--- src/rtl/miner_host_bridge_pkg.sv ---
// Shared widths and FSM state type for the miner host bridge.
// Imported by the bridge, its counters and its testbench.
package miner_pkg;

    localparam int TARGET_BITS = 256;
    localparam int NONCE_BITS  = 32;
    localparam int BLOCK_BITS  = 608;
    localparam int WORK_BITS   = BLOCK_BITS + TARGET_BITS;
    localparam int RESULT_BITS = TARGET_BITS + NONCE_BITS;
    localparam int CNT_W       = 7;

    typedef enum logic [1:0] {
        LOAD,
        WAIT,
        SEND
    } bridge_state_t;

endpackage

--- src/rtl/miner_host_bridge_if.sv ---
// Byte-level host link: work bytes in, result bytes out.
// Both directions use a valid/ready handshake.
interface miner_host_bridge_if;

    logic [7:0] in_byte;
    logic       in_valid;
    logic       in_ready;
    logic [7:0] out_byte;
    logic       out_valid;
    logic       out_ready;

    modport master (
        output in_byte,
        output in_valid,
        input  in_ready,
        input  out_byte,
        input  out_valid,
        output out_ready
    );

    modport slave (
        input  in_byte,
        input  in_valid,
        output in_ready,
        output out_byte,
        output out_valid,
        input  out_ready
    );

endinterface

--- src/rtl/miner_host_bridge_byte_counter.sv ---
// Byte position counter with clear, enable and terminal-count flag.
// Clear wins over enable so a wrap never shows a stale count.
module miner_byte_counter
    import miner_pkg::*;
(
    input  logic             clk,
    input  logic             rst,
    input  logic             clr,
    input  logic             en,
    input  logic [CNT_W-1:0] term,
    output logic [CNT_W-1:0] count,
    output logic             at_term
);

    always_ff @(posedge clk) begin
        if (rst || clr) begin
            count <= '0;
        end else if (en) begin
            count <= count + CNT_W'(1);
        end
    end

    assign at_term = (count == term);

endmodule

--- src/rtl/miner_host_bridge.sv ---
// Assembles 108-byte work packets for the miner and streams
// each 36-byte result back to the host.
module miner_host_bridge
    import miner_pkg::*;
#(
    parameter int WORK_BYTES   = 108,
    parameter int RESULT_BYTES = 36
)
(
    input  logic                   clk,
    input  logic                   rst,
    miner_host_bridge_if.slave     link,
    output logic [WORK_BITS-1:0]   rx_data,
    output logic                   data_ready,
    input  logic                   send_data,
    input  logic [RESULT_BITS-1:0] tx_data,
    output logic                   busy,
    output logic                   overrun
);

    bridge_state_t state_q;
    bridge_state_t state_d;

    logic [WORK_BITS-1:0]   asm_q;
    logic [WORK_BITS-1:0]   asm_next;
    logic [WORK_BITS-1:0]   rx_q;
    logic [RESULT_BITS-1:0] res_q;
    logic                   dr_q;
    logic                   ovr_q;

    logic             w_clr;
    logic             w_en;
    logic             w_last;
    logic [CNT_W-1:0] w_cnt;
    logic             r_clr;
    logic             r_en;
    logic             r_last;
    logic [CNT_W-1:0] r_cnt;

    logic in_fire;
    logic out_fire;
    logic capture;

    miner_byte_counter u_work_cnt (
        .clk     (clk),
        .rst     (rst),
        .clr     (w_clr),
        .en      (w_en),
        .term    (CNT_W'(WORK_BYTES - 1)),
        .count   (w_cnt),
        .at_term (w_last)
    );

    miner_byte_counter u_res_cnt (
        .clk     (clk),
        .rst     (rst),
        .clr     (r_clr),
        .en      (r_en),
        .term    (CNT_W'(RESULT_BYTES - 1)),
        .count   (r_cnt),
        .at_term (r_last)
    );

    assign in_fire  = (state_q == LOAD) && link.in_valid;
    assign out_fire = (state_q == SEND) && link.out_ready;
    assign capture  = (state_q == WAIT) && send_data;
    assign asm_next = {asm_q[WORK_BITS-9:0], link.in_byte};

    always_ff @(posedge clk) begin
        if (rst) begin
            state_q <= LOAD;
        end else begin
            state_q <= state_d;
        end
    end

    always_comb begin
        state_d        = state_q;
        link.in_ready  = 1'b0;
        link.out_valid = 1'b0;
        link.out_byte  = '0;
        w_clr          = 1'b0;
        w_en           = 1'b0;
        r_clr          = 1'b0;
        r_en           = 1'b0;
        unique case (state_q)
            LOAD: begin
                link.in_ready = 1'b1;
                if (link.in_valid) begin
                    if (w_last) begin
                        w_clr   = 1'b1;
                        state_d = WAIT;
                    end else begin
                        w_en = 1'b1;
                    end
                end
            end
            WAIT: begin
                if (send_data) begin
                    r_clr   = 1'b1;
                    state_d = SEND;
                end
            end
            SEND: begin
                link.out_valid = 1'b1;
                link.out_byte  = res_q[RESULT_BITS-1 -: 8];
                if (link.out_ready) begin
                    if (r_last) begin
                        r_clr   = 1'b1;
                        state_d = LOAD;
                    end else begin
                        r_en = 1'b1;
                    end
                end
            end
            default: state_d = LOAD;
        endcase
    end

    // rx_q is only written on the final work byte: the miner
    // reads it for the whole search.
    always_ff @(posedge clk) begin
        if (rst) begin
            asm_q <= '0;
            rx_q  <= '0;
            res_q <= '0;
            dr_q  <= 1'b0;
            ovr_q <= 1'b0;
        end else begin
            dr_q  <= 1'b0;
            ovr_q <= send_data && (state_q != WAIT);
            if (in_fire) begin
                asm_q <= asm_next;
                if (w_last) begin
                    rx_q <= asm_next;
                    dr_q <= 1'b1;
                end
            end
            if (capture) begin
                res_q <= tx_data;
            end else if (out_fire) begin
                res_q <= {res_q[RESULT_BITS-9:0], 8'h00};
            end
        end
    end

    assign rx_data    = rx_q;
    assign data_ready = dr_q;
    assign overrun    = ovr_q;
    assign busy       = (state_q != LOAD);

endmodule

--- src/flat_wrapper.sv ---
// flat-port wrapper written by rule: the top's interface ports become plain ports
module miner_host_bridge_flat import miner_pkg::*;
#(
    parameter int WORK_BYTES   = 108,
    parameter int RESULT_BYTES = 36
)
  (clk, rst, rx_data, data_ready, send_data, tx_data, busy, overrun, link_in_byte, link_in_valid, link_in_ready, link_out_byte, link_out_valid, link_out_ready);
  miner_host_bridge_if link_i ();
  input  logic clk;
  input  logic rst;
  output logic [WORK_BITS-1:0] rx_data;
  output logic data_ready;
  input  logic send_data;
  input  logic [RESULT_BITS-1:0] tx_data;
  output logic busy;
  output logic overrun;
  input wire logic [$bits(link_i.in_byte)-1:0] link_in_byte;
  input wire logic [$bits(link_i.in_valid)-1:0] link_in_valid;
  output wire logic [$bits(link_i.in_ready)-1:0] link_in_ready;
  output wire logic [$bits(link_i.out_byte)-1:0] link_out_byte;
  output wire logic [$bits(link_i.out_valid)-1:0] link_out_valid;
  input wire logic [$bits(link_i.out_ready)-1:0] link_out_ready;
  assign link_i.in_byte = link_in_byte;
  assign link_i.in_valid = link_in_valid;
  assign link_in_ready = link_i.in_ready;
  assign link_out_byte = link_i.out_byte;
  assign link_out_valid = link_i.out_valid;
  assign link_i.out_ready = link_out_ready;
  miner_host_bridge #(.WORK_BYTES(WORK_BYTES), .RESULT_BYTES(RESULT_BYTES)) u_core (.clk(clk), .rst(rst), .link(link_i), .rx_data(rx_data), .data_ready(data_ready), .send_data(send_data), .tx_data(tx_data), .busy(busy), .overrun(overrun));
endmodule
--- config.mk ---
export PLATFORM = sky130hd
export DESIGN_NAME = miner_host_bridge_flat
export DESIGN_NICKNAME = d
export VERILOG_FILES = /design/src/rtl/miner_host_bridge_pkg.sv /design/src/rtl/miner_host_bridge_if.sv /design/src/rtl/miner_host_bridge_byte_counter.sv /design/src/rtl/miner_host_bridge.sv /design/src/flat_wrapper.sv
export SDC_FILE = /design/constraint.sdc
export NUM_CORES = 2
export LEC_CHECK = 0
export BUFFER_PORTS_ARGS = -buffer_cell sky130_fd_sc_hd__buf_2
export CORE_ASPECT_RATIO = 0.7
export CORE_MARGIN = 5
export CORE_UTILIZATION = 35
export DETAILED_ROUTE_END_ITERATION = 6
export GPL_ROUTABILITY_DRIVEN = 0
export HOLD_SLACK_MARGIN = 0.06
export PLACE_DENSITY_LB_ADDON = 0.05
export SLEW_MARGIN = 10
export SYNTH_ARGS = -nofsm -noshare
export SYNTH_HDL_FRONTEND = slang
export SYNTH_SLANG_ARGS = --single-unit
--- constraint.sdc ---
create_clock -name clk -period 4.36 [get_ports clk]
set_input_delay 0.654 -clock clk [delete_from_list [all_inputs] [get_ports clk]]
set_output_delay 0.654 -clock clk [all_outputs]
set_load 0.05 [all_outputs]
After elaboration in Yosys (flattened, before gate mapping)
Cells that the tools add are included.
{"block": "op_classes", "muxes": 24, "add_sub_neg": 2, "bitwise": 1, "eq_ne": 10, "n_reduce_logical": 12}
{"cell": "$mux 288", "n": 2}
{"cell": "$add 7x1->7 const B", "n": 2}
{"cell": "$mux 1", "n": 14}
{"cell": "$mux 2", "n": 5}
{"cell": "$mux 8", "n": 1}
{"cell": "$ne 2x2->1 const B", "n": 4}
{"cell": "$eq 7x6->1 const B", "n": 1}
{"cell": "$eq 7x7->1 const B", "n": 1}
{"cell": "$pmux 2 s3", "n": 1}
{"cell": "$reduce_and 5->1", "n": 1}
{"cell": "$logic_and 1x1->1", "n": 4}
{"cell": "$ne 2x1->1 const B", "n": 2}
{"cell": "$reduce_bool 2->1", "n": 2}
{"cell": "$eq 2x1->1 const B", "n": 1}
{"cell": "$eq 2x2->1 const B", "n": 1}
{"cell": "$logic_not 2->1", "n": 1}
{"cell": "$logic_or 1x1->1", "n": 2}
{"cell": "$pmux 1 s2", "n": 1}
{"cell": "$reduce_and 2->1", "n": 1}
{"cell": "$reduce_or 2->1", "n": 1}
{"cell": "$not 1->1", "n": 1}
{"block": "word_totals", "reg_bits": 2026, "out_inout_bits": 877, "in_bits": 301}

Longest topological paths before layout
{"block": "depth", "ltp_word": 5, "ltp_mapped": 9, "mapped_depth_nobuf": 6}

Cells and area by module
Synthesis repeated with hierarchy kept, for this count alone.
{"block": "hier_totals", "cells_unflattened": 9173, "area_unflattened_um2": 75491.2}
{"module": "miner_host_bridge", "area_per_inst_um2": 74742.9, "instances": 1, "cells_each": 9089}
{"module": "miner_byte_counter", "area_per_inst_um2": 374.1, "instances": 2, "cells_each": 42}

Worst setup path after synthesis
Ideal clock, no wire load.
{"block": "synth_timing", "kind": "reg2out", "from": "register u_core.state_q[0]", "to": "output port link_out_byte[0]", "n_path_buf": 1, "setup_slack_ns": 2.084, "arrival_time_ns": 1.622, "path_stages_with_launch": 5, "cell_sequence": "dfxtp_1 > inv_1 > ha_1 > clkbuf_1 > and2_1"}
{"block": "synth_via", "elab_chain_cells": 2}
{"item": "from (decl)", "line_no": "miner_host_bridge.sv:21", "text": "bridge_state_t state_q;"}
{"item": "from (signal assigned)", "line_no": "miner_host_bridge.sv:73", "text": "state_q <= state_d;"}
{"item": "$eq 2x2->1", "line_no": "miner_host_bridge.sv:86", "text": "unique case (state_q)"}
{"item": "$mux 8", "line_no": "miner_host_bridge.sv:86"}
{"item": "to (decl)", "line_no": "flat_wrapper.sv:20", "text": "output wire logic [$bits(link_i.out_byte)-1:0] link_out_byte;"}
Every way passes these cells.

Worst setup path in the final report
{"block": "layout_timing", "from": "register u_core.state_q[0]", "to": "register u_core.res_q[175]"}
{"block": "layout_via", "elab_chain_cells": 3, "elab_cells_between_ends": 6, "cone_classes": "eq/ne: 2; mux: 1; reduce/logical: 3"}
{"item": "$eq 2x1->1 or $eq 2x2->1 (tied branches)", "line_no": "miner_host_bridge.sv:66, miner_host_bridge.sv:65"}
{"item": "$logic_and 1x1->1, on equally long branches", "line_no": "miner_host_bridge.sv:66, miner_host_bridge.sv:65"}
{"item": "$mux 288 or $reduce_bool 2->1 (tied branches)"}
{"item": "to (signal assigned)", "line_no": "miner_host_bridge.sv:140", "text": "res_q <= tx_data;"}
{"item": "to (signal assigned)", "line_no": "miner_host_bridge.sv:142", "text": "res_q <= {res_q[RESULT_BITS-9:0], 8'h00};"}
{"item": "to (decl)", "line_no": "miner_host_bridge.sv:27", "text": "logic [RESULT_BITS-1:0] res_q;"}
Several ways; a longest one is shown, not always the timed one.
A chain may end at the register's enable or synchronous reset.

==> key figures <==
Global routing
  – Vias in the first global route: 54000
  – Initial antenna violation count: between 50 and 60
  – Largest net degree at the start of global routing: 209
  – Grt total ovfl: 0
  – First-pass GRT wire length: around 360000 um
  – Gr usage total: 0.227

Clocking
  – CTS max path bufs: 4
  – Clock latency on the worst-skew pair: around 840 ps
  – Root buf cell: clkbuf_16
  – Post-CTS setup buffer count: 0
  – CTS buffer count: 208
  – Reg clk slew, reported paths: 60 ps
  – CTS tree: yes
  – H-tree levels: 4
  – Clk sinks: about 2000

Route
  – Final wirelength: 246000 um
  – Max Used Layer: met5
  – Via count: ~56000
  – Met1 wire length: between 100000 and 150000 um
  – Wire per inst: roughly 22 um
  – DRT iter0 DRCs: approximately 4400
  – Residual DRC: 0
  – Drt pass-1 iters: 5
  – Total length of routed met2 wires: 115000 um
  – Met3 Wirelength: between 10000 and 15000 um
  – Post-route ant nets: 0
  – Via density: ~5

Place
  – DP Cell Count: between 10000 and 15000
  – Hpwl dp: 164000 um
  – Input/output buffers: 1177

Cells and area
  – Commonest non-fill, non-tap cell in the layout: nand2_1
  – Fin cells: between 10000 and 15000
  – Area Overhead vs Synth: 20.9%
  – Nets: 8514
  – Commonest cells after routing, fill and taps aside: 2282 x nand2_1, 2026 x dfxtp_1, 1176 x buf_2, 864 x a22o_1, 861 x a21oi_1
  – Layout cells sized above 1: 0.186

STA
  – RSZ-0062 raised after global routing: no
  – Worst hold slack: 135 ps
  – Worst Clk Skew: ~52 ps
  – Tightest Pin Transition: 1140 ps
  – Max Fclk: between 0.2 and 0.3 GHz
  – Hold Vio Cnt, Final: 0
  – Minimum clock period: around 3300 ps
  – Setup tns final: 0 ps
  – Max Slew Vio Count: 0
  – Tcrit/Tclk final: 0.767
  – Slew headroom: 0.242
  – Final setup fails: 0

Worst setup path
  – Critical path required time: between 5000 and 6000 ps
  – Crit Path Category: flop to flop
  – Peak per-stage delay on the critical path: slightly above 900 ps
  – Worst R2R Setup Slack: slightly above 1000 ps
  – Crit-path slowest cell: buf_4
  – Critical path endpoint category: flop
  – RR Startpoint: u_core.state_q[0]
  – CP max FO: about 190
  – Worst-path cell chain: inv_1 > ha_1 > nand2_4 > buf_12 > buf_4 > nand2_1 > a311oi_1
  – Worst r2r dst: u_core.res_q[175]
  – CP Launch Type: flop
  – Worst R2R Path Depth: 7
  – Crit path DAT: just over 4000 ps
  – Worst setup path startpoint: u_core.state_q[0]
  – Crit path to: u_core.res_q[175]

Status
  – Status: finished, final reports clean

Floorplanning
  – Die extent in y: roughly 380 um
  – DIE AREA: 204000 um2
  – Boundary pin count: around 1200
  – Die Wd: 538 um
  – Initial cell density of the core: 0.353
  – Rows: approximately 140
  – Core area: ~190000 um2

Hold path
  – Worst hold path class: input pin to flop

Synth
  – Cell taking the most area after synthesis: dfxtp_1
  – Sequential element share of the synthesized area: 0.593
  – Cells after Synth: between 7000 and 8000
  – Mean Syn Cell Area: 9.33 um2
  – Syn. warnings: 0
  – Top cells by area, synth: dfxtp_1 59%, nand2_1 13%, a22o_1 11%
  – Synth unique cells: 35
  – Mapped cell area: 68400 um2
  – Post-synthesis register bit count: ~2000
  – Synthesized net count: 7638
  – Post-synth top area share: 0.593

Power
  – Total Power: approximately 37 mW
  – Worst IR Drop VDD: approximately 0.28 mV
  – Leak: approximately 32 nW
  – PwrDens: roughly 450 nW/um2

Flow run
  – Max cap viols: 0
-- logic make-up after synthesis --
logic type               count (synthesis)  synth area share
AND/OR/NAND/NOR                       2619             0.145
AO/OA/AOI/OAI                         2026             0.212
flip-flops                            2026             0.593
buffers and inverters                  644            0.0480
XOR/XNOR                                 9           0.00115
adder cells (fa/ha/maj)                  6           0.00110
multiplexers                             1          0.000146
-- routing by layer --
layer / up-vias / global-route usage
li1: 27100 / -
met1: 27400 / 0.294
met2: 1294 / 0.372
met3: 386 / 0.0546
met4: 32 / 0.0767
met5: - / 0
-- state kept, by name, indices dropped and copies added (netlist names) --
signal,cells
u_core.u_work_cnt.count,7
u_core.asm_q,856
u_core.res_q,288
u_core.u_res_cnt.count,7
u_core.state_q,2
u_core.rx_data,864
u_core.overrun,1
u_core.data_ready,1
-- area by class of cell --
cell class	instances	area [um2]
Inverter	6	22.5
Clock buffer	320	6170
Antenna cell	22	55.1
Clock inverter	38	438
Tap cell	2603	3260
Multi-Input combinational cell	4661	24600
Sequential cell	2026	40600
Fill cell	19500	111000
Timing Repair Buffer	1304	7570
-- cells in the mapped netlist --
cell type	number
buf_1	33
or2_1	1
or4_1	1
nor2_1	303
dfxtp_1	2026
nand4bb_1	1
and2_1	11
buf_8	8
nand3_1	6
mux2i_1	1
a221oi_1	1
nor3_2	1
o41a_1	1
clkbuf_1	385
a22o_1	864
a32o_1	1
buf_6	81
a21o_1	2
inv_1	6
a22oi_1	8
nor3_1	2
a21oi_1	862
buf_2	131
ha_1	6
nor2b_1	1
xor2_1	5
and3_1	2
nor4_1	1
xnor2_1	4
nand4_1	3
or3_1	1
o31ai_1	2
a311oi_1	280
nand2_1	2285
o21ai_0	5
-- worst max-delay path: cells and delay by family, from the launching register on --
family / cells / cell delay, ps
adders and majority gates: 1 / 460
DFF: 1 / 380
AOI/OAI and AO/OA: 1 / 320
buffers and inverters: 3 / 1560
and+or+nand+nor: 2 / 280
-- report_power, final --
| part | internal, mW | total, mW | switching (mW) |
|---|---|---|---|
| Combinational | 0.198 | 0.921 | 0.723 |
| Sequential | 18.5 | 18.5 | 0.0113 |
| Clock | 10.1 | 17.5 | 7.46 |
-- repair_timing --
item / 4_1_cts / 5_1_grt
setup endpoints to repair: 0 / 0
hold buffers: 52 / 0
hold endpoints to repair: 58 / 0
gates resized for setup: 0 / 0
-- how the worst min path moves through the flow --
| stage | startpoint | to | slack, ps | depth (start not counted) |
|---|---|---|---|---|
| 4_1_cts | tx_data[62] | u_core.res_q[62] | 60 | 3 |
| 3_3_place_gp | u_core.asm_q[850] | u_core.asm_q[850] | 450 | 2 |
| 6_report | tx_data[133] | u_core.res_q[133] | 140 | 3 |
| 2_1_floorplan | u_core.asm_q[848] | u_core.asm_q[848] | 440 | 2 |
| 5_1_grt | tx_data[264] | u_core.res_q[264] | 90 | 3 |
| 3_5_place_dp | u_core.asm_q[851] | u_core.asm_q[851] | 450 | 2 |
-- through the flow --
step	util	area, um2	setup slack, ps
6_report	0.426	82700	1020
3_3_place_gp	0.389	75500	1140
3_5_place_dp	0.389	75500	1080
4_1_cts	0.426	82600	1070
5_1_grt	0.426	82600	778
2_1_floorplan	-	68400	2080
No activity file was read; power rests on OpenSTA's default activity.
